===== src/rtl/reg_file_wb_pkg.sv =====
// reg_file_wb_pkg: shared widths and register-number constants for the register file
package reg_file_wb_pkg;
    localparam int DW_DEF = 32;
    localparam int AW_DEF = 5;
    localparam logic [4:0] REG_ZERO = 5'd0;
    localparam logic [4:0] REG_RA = 5'd31;
endpackage


===== src/rtl/reg_bypass_rd.sv =====
// reg_bypass_rd: one read-port lookup with zero register, staged-write bypass, then array
module reg_bypass_rd
    import reg_file_wb_pkg::*;
#(
    parameter int DW = DW_DEF,
    parameter int AW = AW_DEF
) (
    input  logic [AW-1:0] ra,
    input  logic          pend_valid,
    input  logic [AW-1:0] pend_addr,
    input  logic [DW-1:0] pend_data,
    input  logic [DW-1:0] mem [2**AW],
    output logic [DW-1:0] rd
);
    always_comb begin
        rd = (ra == AW'(REG_ZERO)) ? '0 :
             (pend_valid && pend_addr == ra) ? pend_data : mem[ra];
    end
endmodule


===== src/rtl/reg_file_wb.sv =====
// reg_file_wb: 32x32 register file with one-entry write-back stage, bypassed reads and debug port
module reg_file_wb
    import reg_file_wb_pkg::*;
#(
    parameter int DW = DW_DEF,
    parameter int AW = AW_DEF
) (
    input  logic          clk,
    input  logic          rst,
    input  logic          we,
    input  logic [AW-1:0] wa,
    input  logic [DW-1:0] wd,
    input  logic          hold,
    input  logic [AW-1:0] ra1,
    input  logic [AW-1:0] ra2,
    output logic [DW-1:0] rd1,
    output logic [DW-1:0] rd2,
    input  logic [AW-1:0] dbg_addr,
    output logic [DW-1:0] dbg_data,
    output logic          pend_valid
);
    localparam int N = 2**AW;
    logic [DW-1:0] mem_q [N];
    logic [DW-1:0] mem_d [N];
    logic          pend_valid_q, pend_valid_d;
    logic [AW-1:0] pend_addr_q, pend_addr_d;
    logic [DW-1:0] pend_data_q, pend_data_d;
    // Commit of the old stage and capture of the new write happen on the same edge.
    always_comb begin
        mem_d = mem_q;
        if (!hold && pend_valid_q) mem_d[pend_addr_q] = pend_data_q;
        pend_valid_d = hold ? pend_valid_q : (we && wa != AW'(REG_ZERO));
        pend_addr_d  = hold ? pend_addr_q : wa;
        pend_data_d  = hold ? pend_data_q : wd;
    end
    always_ff @(posedge clk or posedge rst) begin
        if (rst) begin
            for (int i = 0; i < N; i++) mem_q[i] <= '0;
            pend_valid_q <= 1'b0;
            pend_addr_q  <= '0;
            pend_data_q  <= '0;
        end else begin
            mem_q        <= mem_d;
            pend_valid_q <= pend_valid_d;
            pend_addr_q  <= pend_addr_d;
            pend_data_q  <= pend_data_d;
        end
    end
    reg_bypass_rd #(.DW(DW), .AW(AW)) u_rd1 (
        .ra(ra1), .pend_valid(pend_valid_q), .pend_addr(pend_addr_q),
        .pend_data(pend_data_q), .mem(mem_q), .rd(rd1)
    );
    reg_bypass_rd #(.DW(DW), .AW(AW)) u_rd2 (
        .ra(ra2), .pend_valid(pend_valid_q), .pend_addr(pend_addr_q),
        .pend_data(pend_data_q), .mem(mem_q), .rd(rd2)
    );
    assign dbg_data   = (dbg_addr == AW'(REG_ZERO)) ? '0 : mem_q[dbg_addr];
    assign pend_valid = pend_valid_q;
endmodule


===== config.mk =====
export PLATFORM = sky130hd
export DESIGN_NAME = reg_file_wb
export DESIGN_NICKNAME = d
export VERILOG_FILES = /design/src/rtl/reg_file_wb_pkg.sv /design/src/rtl/reg_bypass_rd.sv /design/src/rtl/reg_file_wb.sv
export SDC_FILE = /design/constraint.sdc
export NUM_CORES = 2
export LEC_CHECK = 0
export BUFFER_PORTS_ARGS = -buffer_cell sky130_fd_sc_hd__buf_2
export CORE_ASPECT_RATIO = 1.25
export CORE_MARGIN = 5
export CORE_UTILIZATION = 35
export CTS_BUF_LIST = sky130_fd_sc_hd__clkbuf_4 sky130_fd_sc_hd__clkbuf_8
export DETAILED_ROUTE_END_ITERATION = 8
export PLACE_DENSITY = 0.56
export REMOVE_ABC_BUFFERS = 1
export SLEW_MARGIN = 20
export SYNTH_ARGS = -nofsm -noshare
export SYNTH_HDL_FRONTEND = slang
export SYNTH_SLANG_ARGS = --single-unit

===== constraint.sdc =====
create_clock -name clk -period 80.9 [get_ports clk]
set_input_delay 16.18 -clock clk [delete_from_list [all_inputs] [get_ports clk]]
set_output_delay 16.18 -clock clk [all_outputs]
set_load 0.05 [all_outputs]

==> reports/results.ini <==
[sta]
final-setup-viol-count=0
skew_ps=52.8
max_slew.worst_pin.slew_ps=1190
setup_tns_ps=0
finalCritPeriodShare=0.459
fin_crit_ps=37110
layout_setup_ws_ps=43790
max_freq_ghz=0.0270
finalHoldViolations=0
rsz0062_at_grt=no
whs_ps=505
maxSlewViolCount=0
max_slew_margin=0.210

[cts]
cts.sinks=1062
clk_pin_slew_worst_paths_ps=60
ctsHoldBuffers=0
cts_buffer_depth=3
clk_latency_ps=930
root_buffer=clkbuf_8
cts_inserted_buffers=176
cts_resized=0
postCtsSetupBuffers=0
cts_max_level=4
cts_tree=done

[power_and_ir_drop]
power.total_uw=1680
p_sw_uw=531
internal_power_uw=1150
p_seq_frac=0.437
p_leak_uw=0.0308
p_clk_frac=0.311
swShare=0.316
p_comb_frac=0.252
ir_worst_vdd_uv=14.9
power_density_mw_per_mm2=23.6

[logic_synthesis]
ys_types=51
synth-simple-area-share=0.0203
postSynth.asyncResetShare=1.00
ys_seq_elements=1062
synth_flop_cell=dfrtp_1
synthAdderAreaFrac=0
synth_top_area_cell=dfrtp_1
yosys_warnings=0
syn_area_sq_mm=0.0643
synth.area.top_cells=dfrtp_1 41%, mux4_2 26%, mux2_2 17%, mux2i_1 2.8%, mux2_1 1.9%
synth-xor-area-share=0.00136
synthTopCellsByCount=1062 x dfrtp_1, 957 x mux2_2, 744 x mux4_2
syn_avg_cell_area_sq_um=14.8
syn_inst=4342
synth_top_area_frac=0.413
synth-compound-area-share=0.0520
synth.yosys.seq_area_share=0.413
synth_mux_area_frac=0.475
yosysMostFrequentCell=dfrtp_1
synth_edf_count=0
synth_top_family_by_area=multiplexers

[die]
start_util=0.351
die_h_um=489
core_sq_mm=0.183
die_area_sq_mm=0.192
die_x_um=393
io-pin-count=153
rows=176

[critical_path]
crit_fanout=40
path_class=in -> out
worst_setup_path_start_kind=primary input
cp_cell_sequence=buf_8, buf_4, buf_4, buf_4, buf_4, mux4_2, a2111oi_1, a21oi_1, a22o_1, buf_2
cpLargestDelayFamily=buffers and inverters
cp.arrival_ps=20930
cpPeakStageDelay_ps=660
critPathSlowestCell=buf_4
worstSetupEndpointType=output port
cp_num_buf_inv=6
required_ps=64720
crit_path_frequent_cell=buf_4

[global_routing]
antenna_found_initial=11
grt_max_degree=182
grt_pass1_vias=45700
grt_util_all_layers=0.244
grt_overflow=0
grt_pass1_wl_mm=342

[drt]
drc=0
met2WireLength_mm=113
ant_nets=0
top_layer=met5
wl_mm=237
first_pass_iters=6
drt-initial-drc-count=4171
via_per_inst=6.38
num_vias=43700
met3WireLength_mm=16.3
detail_route.wl_per_cell_um=34.6
drt-met1-wl_mm=95.2

[placed_design]
dp_hpwl_mm=133
place_congestion=0.804
portBuffers=152
dp_slack_ps=43670

[layout]
drive_gt1_frac=0.532
fill_cells=17300
nNetsFinal=4357
synthToLayoutAreaGrowth_pct=10.5

[min_path]
min_path_type=reg -> reg

[job]
cap_violations=0

[run_status]
outcome=completed

## flip-flops by register name (all words and copies together) (netlist names)
signal       flops
pend_data_q     32
pend_valid       1
mem_q         1024
pend_addr_q      5
## power groups by stage
stage	registers [uW]	clock network [uW]	logic, uW
2_1_floorplan	711	0	309
3_3_place_gp	735	0	417
3_5_place_dp	741	0	423
4_1_cts	732	533	424
5_1_grt	750	554	450
6_report	735	522	423
## through the flow
step / utilization / area, sq um / instances
detailed placement: 0.366 / 67100 / 6524
global route: 0.388 / 71100 / 6852
floorplan: - / 62000 / 3852
global placement: 0.366 / 67100 / 6524
CTS: 0.387 / 71000 / 6848
finish: 0.388 / 71100 / 6854
## final cells by class
class / instances / area (sq um) / share of cell area
Antenna cell: 4 / 10.0 / 0.000141
Clock buffer: 288 / 3580 / 0.0503
Clock inverter: 36 / 272 / 0.00382
Inverter: 36 / 143 / 0.00201
Multi-Input combinational cell: 2754 / 35700 / 0.502
Sequential cell: 1062 / 26600 / 0.374
Tap cell: 2403 / 3010 / 0.0423
Timing Repair Buffer: 271 / 1830 / 0.0258
## logic make-up after synthesis
family	count (synthesis)
AO/OA/AOI/OAI	467
buffers and inverters	526
XOR/XNOR	10
multiplexers	1990
AND/OR/NAND/NOR	287
flip-flops	1062
## final timing paths
| path | from | to | slack [ps] | depth (start not counted) |
|---|---|---|---|---|
| worst min-delay path | pend_data_q[21] | pend_data_q[21] | 510 | 1 |
| worst max-delay path | ra2[0] | rd2[3] | 43790 | 10 |
| worst max register to register | pend_valid | mem_q[365] | 77500 | 5 |
| max in group asynchronous | rst | mem_q[426] | 62460 | 5 |
| worst min register to register | pend_data_q[21] | pend_data_q[21] | 510 | 1 |
| min in group asynchronous | rst | mem_q[39] | 15380 | 2 |
## worst register-to-register path, delay by kind of cell (launching register included)
kind          cells  cell delay, ps
simple gates      3            1470
buf+inv           1             750
flops             1             600
mux               1             470
## cell usage in the layout (no fill, tap or decap), types with 8 or more instances in the layout
cell / instances
nor3_1: 11
o22a_1: 10
a22oi_1: 152
o211ai_1: 11
o21ai_1: 51
nor2_4: 20
clkbuf_8: 226
a221o_1: 11
a211oi_1: 20
a21oi_1: 57
nand2_4: 17
a221oi_1: 19
nand2_1: 100
mux4_2: 744
xor2_1: 8
clkinvlp_4: 8
buf_4: 117
nor2b_1: 12
a22o_1: 16
mux2i_1: 182
o21ai_0: 23
nand3_1: 49
a32o_1: 20
dfrtp_1: 1059
o22ai_1: 41
buf_2: 139
mux2_2: 957
inv_1: 35
o221ai_1: 15
clkbuf_4: 62
clkinv_2: 21
mux2_1: 107
nor2_1: 31
## metal layers
| layer | track usage | up-vias |
|---|---|---|
| met3 | 0.0438 | 555 |
| met2 | 0.400 | 1998 |
| met5 | 0 | - |
| met1 | 0.317 | 23900 |
| met4 | 0.111 | 8 |
| li1 | - | 17300 |
Power figures use the tool's default switching activity.
